`config.mk`:
```
export PLATFORM = sky130hd
export DESIGN_NAME = cpu_serial_core
export DESIGN_NICKNAME = d
export VERILOG_FILES = /design/src/rtl/cpu_serial_pkg.sv /design/src/rtl/cpu_serial_alu.sv /design/src/rtl/cpu_serial_core.sv
export SDC_FILE = /design/constraint.sdc
export NUM_CORES = 1
export LEC_CHECK = 0
export CAP_MARGIN = 20
export CELL_PAD_IN_SITES_DETAIL_PLACEMENT = 1
export CELL_PAD_IN_SITES_GLOBAL_PLACEMENT = 1
export CORE_UTILIZATION = 45
export CTS_BUF_LIST = sky130_fd_sc_hd__clkbuf_8 sky130_fd_sc_hd__clkbuf_16
export DETAILED_ROUTE_END_ITERATION = 8
export GPL_TIMING_DRIVEN = 0
export PLACE_DENSITY = 0.89
export SYNTH_ARGS = -nofsm -noshare
export SYNTH_HDL_FRONTEND = slang
export SYNTH_SLANG_ARGS = --single-unit
```
`constraint.sdc`:
```
create_clock -name clk_i -period 5.66 [get_ports clk_i]
set_clock_uncertainty 0.15 [all_clocks]
set_input_delay 1.132 -clock clk_i [delete_from_list [all_inputs] [get_ports clk_i]]
set_output_delay 1.132 -clock clk_i [all_outputs]
set_load 0.1 [all_outputs]
```
`src/rtl/cpu_serial_pkg.sv`:
```
// Shared definitions for the bit-serial CPU core: opcodes, FSM states, flag positions.
package cpu_serial_pkg;

  localparam logic [3:0] OP_ADD  = 4'd0;
  localparam logic [3:0] OP_SUB  = 4'd1;
  localparam logic [3:0] OP_AND  = 4'd2;
  localparam logic [3:0] OP_OR   = 4'd3;
  localparam logic [3:0] OP_XOR  = 4'd4;
  localparam logic [3:0] OP_SHL  = 4'd5;
  localparam logic [3:0] OP_SHR  = 4'd6;
  localparam logic [3:0] OP_LDI  = 4'd7;
  localparam logic [3:0] OP_ADDI = 4'd8;
  localparam logic [3:0] OP_MOV  = 4'd9;
  localparam logic [3:0] OP_CMP  = 4'd10;
  localparam logic [3:0] OP_ROL  = 4'd11;
  localparam logic [3:0] OP_ROR  = 4'd12;

  localparam int FLAG_C = 0;
  localparam int FLAG_Z = 1;
  localparam int FLAG_V = 2;
  localparam int FLAG_N = 3;

  typedef enum logic [1:0] {ST_IDLE, ST_SHIFT, ST_EXEC, ST_DONE} state_t;

endpackage

```
`src/rtl/cpu_serial_alu.sv`:
```
// Combinational ALU: result, next flags and write enables for one decoded instruction.
// Rotate-through-carry ops exist only when CPU_SERIAL_CORE_ROTATE_EN is defined.
module cpu_serial_alu
  import cpu_serial_pkg::*;
#(
  parameter int DATA_W = 8
) (
  input  logic [3:0]        op,
  input  logic [DATA_W-1:0] a,
  input  logic [DATA_W-1:0] b,
  input  logic [DATA_W-1:0] imm,
  input  logic [3:0]        flags_in,
  output logic [DATA_W-1:0] result,
  output logic [3:0]        flags_out,
  output logic              wr_rd,
  output logic              wr_res
);
  localparam int M = DATA_W - 1;

  logic [DATA_W-1:0] addend;
  logic [DATA_W:0]   sum, diff;
  logic              c, v, keep;

  always_comb begin
    addend = (op == OP_ADDI) ? imm : b;
    sum    = {1'b0, a} + {1'b0, addend};
    diff   = {1'b0, a} - {1'b0, b};
    result = a;
    c      = 1'b0;
    v      = 1'b0;
    keep   = 1'b0;
    wr_rd  = 1'b1;
    wr_res = 1'b1;
    case (op)
      OP_ADD, OP_ADDI: begin
        result = sum[M:0];
        c      = sum[DATA_W];
        v      = (a[M] == addend[M]) && (sum[M] != a[M]);
      end
      OP_SUB, OP_CMP: begin
        result = diff[M:0];
        c      = ~diff[DATA_W];
        v      = (a[M] != b[M]) && (diff[M] != a[M]);
        wr_rd  = (op == OP_SUB);
      end
      OP_AND: result = a & b;
      OP_OR:  result = a | b;
      OP_XOR: result = a ^ b;
      OP_SHL: begin result = {a[M-1:0], 1'b0}; c = a[M]; end
      OP_SHR: begin result = {1'b0, a[M:1]};   c = a[0]; end
      OP_LDI: begin result = imm; keep = 1'b1; end
      OP_MOV: begin result = b;   keep = 1'b1; end
`ifdef CPU_SERIAL_CORE_ROTATE_EN
      OP_ROL: begin result = {a[M-1:0], flags_in[FLAG_C]}; c = a[M]; end
      OP_ROR: begin result = {flags_in[FLAG_C], a[M:1]};   c = a[0]; end
`endif
      default: begin keep = 1'b1; wr_rd = 1'b0; wr_res = 1'b0; end
    endcase
    flags_out = keep ? flags_in : {result[M], v, (result == '0), c};
  end

endmodule

```
`src/rtl/cpu_serial_core.sv`:
```
// Bit-serial CPU: shifts in an MSB-first instruction frame, executes it on a small regfile.
// Optional rotate ops enabled by defining CPU_SERIAL_CORE_ROTATE_EN.
module cpu_serial_core
  import cpu_serial_pkg::*;
#(
  parameter int DATA_W = 8,
  parameter int NREG   = 4,
  localparam int RIDX_W = $clog2(NREG)
) (
  input  logic              clk_i,
  input  logic              rst_i,
  input  logic              start_i,
  input  logic              bit_i,
  input  logic [RIDX_W-1:0] view_i,
  output logic [DATA_W-1:0] rdata_o,
  output logic [DATA_W-1:0] result_o,
  output logic [3:0]        flags_o,
  output logic [DATA_W-1:0] pc_o,
  output logic              busy_o,
  output logic              done_o
);
  localparam int FRAME_W = 4 + 2*RIDX_W + DATA_W;
  localparam int CNT_W   = $clog2(FRAME_W);

  state_t                       state;
  logic [FRAME_W-1:0]           frame;
  logic [CNT_W-1:0]             cnt;
  logic [NREG-1:0][DATA_W-1:0]  regs;

  logic [3:0]        op;
  logic [RIDX_W-1:0] rd, rs;
  logic [DATA_W-1:0] imm, alu_res;
  logic [3:0]        alu_flags;
  logic              wr_rd, wr_res;

  assign op  = frame[FRAME_W-1 -: 4];
  assign rd  = frame[DATA_W+2*RIDX_W-1 -: RIDX_W];
  assign rs  = frame[DATA_W+RIDX_W-1 -: RIDX_W];
  assign imm = frame[DATA_W-1:0];

  assign rdata_o = regs[view_i];

  // Operands are read before the EXEC edge, so rd==rs sees the old value on both ports.
  cpu_serial_alu #(.DATA_W(DATA_W)) u_alu (
    .op        (op),
    .a         (regs[rd]),
    .b         (regs[rs]),
    .imm       (imm),
    .flags_in  (flags_o),
    .result    (alu_res),
    .flags_out (alu_flags),
    .wr_rd     (wr_rd),
    .wr_res    (wr_res)
  );

  always_ff @(posedge clk_i or posedge rst_i) begin
    if (rst_i) begin
      state    <= ST_IDLE;
      frame    <= '0;
      cnt      <= '0;
      regs     <= '0;
      result_o <= '0;
      flags_o  <= '0;
      pc_o     <= '0;
      busy_o   <= 1'b0;
      done_o   <= 1'b0;
    end else begin
      case (state)
        ST_IDLE: begin
          done_o <= 1'b0;
          cnt    <= '0;
          if (start_i) begin
            state  <= ST_SHIFT;
            busy_o <= 1'b1;
          end
        end
        ST_SHIFT: begin
          frame <= {frame[FRAME_W-2:0], bit_i};
          cnt   <= cnt + CNT_W'(1);
          if (cnt == CNT_W'(FRAME_W-1)) state <= ST_EXEC;
        end
        ST_EXEC: begin
          if (wr_rd)  regs[rd] <= alu_res;
          if (wr_res) result_o <= alu_res;
          flags_o <= alu_flags;
          pc_o    <= pc_o + DATA_W'(1);
          busy_o  <= 1'b0;
          done_o  <= 1'b1;
          state   <= ST_DONE;
        end
        default: begin
          done_o <= 1'b0;
          state  <= ST_IDLE;
        end
      endcase
    end
  end

endmodule

```
==> reports/results.tsv <==
stage	metric	value	unit
timing	worst_pin_slew	1.04	ns
final_layout	final_common_cell	dfrtp_1	
min_path	hold_start	pc_o[7]	
setup_path	path_class	flop to flop	
placement	dp_slack	0.356	ns
clocking	cts_buffers	9	
final_layout	fin_nets	601	
setup_path	crit_slowest_cell	or4b_1	
clocking	clk_latency	0.34	ns
timing	period_needed	5.34	ns
setup_path	max_stage_delay	0.60	ns
timing	timing.slew.headroom	30.6	%
floorplan	initial_core_util	46.7	%
timing	worst_slack	0.322	ns
timing	fin_crit_sh	94.3	%
setup_path	worstSetupStartpointType	flop	
synth	synth_edf_count	0	
route	vias	4654	
clocking	cts_sinks	76	
synth	ys_top_cells_by_area	dfrtp_1 35%, mux2_2 10%, mux4_2 9.6%	
min_path	holdPathStages	1	
route	drc	0	
synth	synth_nets	557	
clocking	cts_buffer_depth	2	
timing	rsz0062_at_grt	false	
setup_path	rrSetupSlack	0.32	ns
synth	synthFlopType	dfrtp_1	
floorplan	core-area	0.0116	mm^2
route	ant_nets	0	
placement	dp_hpwl	12200	um
setup_path	reg2regPathDepth	17	
global_routing	gr-total-overflow	0	
synth	synth_area	0.00540	mm^2
synth	ys_ff_latch	76	
synth	syn_area_per_cell	10.5	um^2
floorplan	rows	39	
floorplan	pin_count	36	
clocking	htree_levels	3	
final_layout	syn_to_final_growth	15.5	%
clocking	cts-root-buf	clkbuf_16	
timing	maxSlewViolCount	0	
setup_path	crit_chain	buf_2 > nor2_2 > and2_1 > clkbuf_1 > clkbuf_1 > nand2_1 > o21ai_0 > ha_1 > inv_1 > fa_1 > xor2_1 > o22ai_1 > a222oi_1 > o311a_1 > a21oi_1 > or4b_1 > o41ai_2	
setup_path	crit_path_end_kind	flop	
floorplan	die_h	112	um
synth	seq_area_frac_synth	35.2	%
run_status	outcome	finished, final reports clean	
timing	clock.fmax	187	MHz
clocking	cts_tree	yes	
placement	port-buffer-count	33	
final_layout	antenna_cells	0	
floorplan	die_w	112	um
final_layout	mostFrequentLayoutCells	76 x dfrtp_1, 50 x mux2_2, 41 x nand2_1, 37 x ha_1, 34 x o21ai_0	
setup_path	required	5.72	ns
clocking	cts_hold_buffers	0	
setup_path	r2r-end	flags_o[1]	
setup_path	crit_path_max_fanout	10	
synth	synth_cells	512	
timing	final_hold_viol_count	0	
setup_path	crit_family	compound AO/OA/AOI/OAI gates	
final_layout	drive_above_1_share	18.5	%
synth	synth_top_cell_by_area	dfrtp_1	
timing	setup_tns	0	ns
synth	async_flop_share	100	%
min_path	hold_path.class	flop to flop	
final_layout	final_core_util	53.9	%
route	drtIter0Drc	465	
global_routing	grt_pass1_vias	5011	
route	via_per_inst	6.61	
min_path	min_to	pc_o[7]	
global_routing	grt_max_degree	77	
setup_path	path_common_cell	clkbuf_1	
clocking	clk_pin_slew	0.06	ns
synth	synth.distinct_cells	65	
placement	finalWeightedCongestion	0.940	
setup_path	r2r_start	frame[12]	
route	wl	17600	um
floorplan	die-area	0.0124	mm^2
global_routing	antenna_found_initial	0	
setup_path	path_buf_inv	4	
synth	synth-warning-count	0	
run	drv_cap	0	
global_routing	grt_usage	30.2	%
route	wl_per_cell	25.0	um
route	first_pass_iters	6	
setup_path	worst_ep_arrival_time	5.40	ns
global_routing	grt_pass1_wl	28500	um
synth	synth_top_area_share	35.2	%
timing	setup_violations	0	
## worst max-delay path by stage
stage                      end  depth (start not counted)       from
floorplan           flags_o[1]                         17  frame[12]
global placement    flags_o[1]                         17  frame[12]
detailed placement  flags_o[1]                         17  frame[12]
CTS                 flags_o[1]                         17  frame[12]
global route        flags_o[1]                         17  frame[12]
finish              flags_o[1]                         17  frame[12]
## Yosys cell counts, types with 8 or more instances
master	number
ha_1	37
mux2_2	50
nor2_1	23
nand2_1	41
nor2b_1	12
inv_1	30
mux4_2	23
nand2b_1	9
dfrtp_1	76
xnor2_1	11
o21ai_0	34
a21oi_1	18
a22oi_1	8
clkbuf_1	14
nor3_1	10
## layer usage
layer	global-route usage, %	share of wire (%)	vias to the layer above
met5	0	0	-
met4	16.8	4.3	0
met3	5.55	7.0	61
met2	50.1	49	260
met1	37.2	40	2350
li1	-	-	1983
## cells by family after synthesis
group,after synthesis,share of synthesized area (%)
multiplexers,80,21.6
flip-flops,76,35.2
buffers and inverters,56,4.24
adder cells (fa/ha/maj),39,9.32
AND/OR/NAND/NOR,127,12.1
XOR/XNOR,17,2.76
AO/OA/AOI/OAI,117,14.7
## area by class of cell
cell class,instances,area [um^2]
fill,1240,5330
multi-input combinational,380,3270
sequential,76,1900
timing repair buffer,33,330
clock buffer,12,267
tap,143,179
buffer,26,116
inverter,30,115
clock inverter,4,53.8
## registers in the layout, summed over array words and instances (netlist names)
signal and cells:
done_o 1, regs 32, cnt 4, pc_o 8, frame 16, busy_o 1
flags_o 4, result_o 8, state 2
## per-stage QoR
step	instance area (um^2)	hold slack, ns	std cells
after CTS	6230	0.338	704
after global placement	5910	0.308	688
final	6230	0.333	704
after global routing	6230	0.366	704
after detailed placement	5910	0.324	688
after floorplan	5400	0.288	512
## timing repair
action	in CTS	in global routing
buffers inserted	0	0
setup endpoints to repair	0	1
gates resized for setup	0	1
## worst reg2reg max path: stages (launching register included)
cell and delay [ns]:
dfrtp_1 0.44, buf_2 0.23, nor2_2 0.44, and2_1 0.21
clkbuf_1 0.32, clkbuf_1 0.42, nand2_1 0.09, o21ai_0 0.11
ha_1 0.26, inv_1 0.07, fa_1 0.40, xor2_1 0.18
o22ai_1 0.13, a222oi_1 0.38, o311a_1 0.32, a21oi_1 0.15
or4b_1 0.60, o41ai_2 0.31
Power is not shown: default switching activity piles up to over one toggle a cycle in this logic, so the estimate is an artifact.
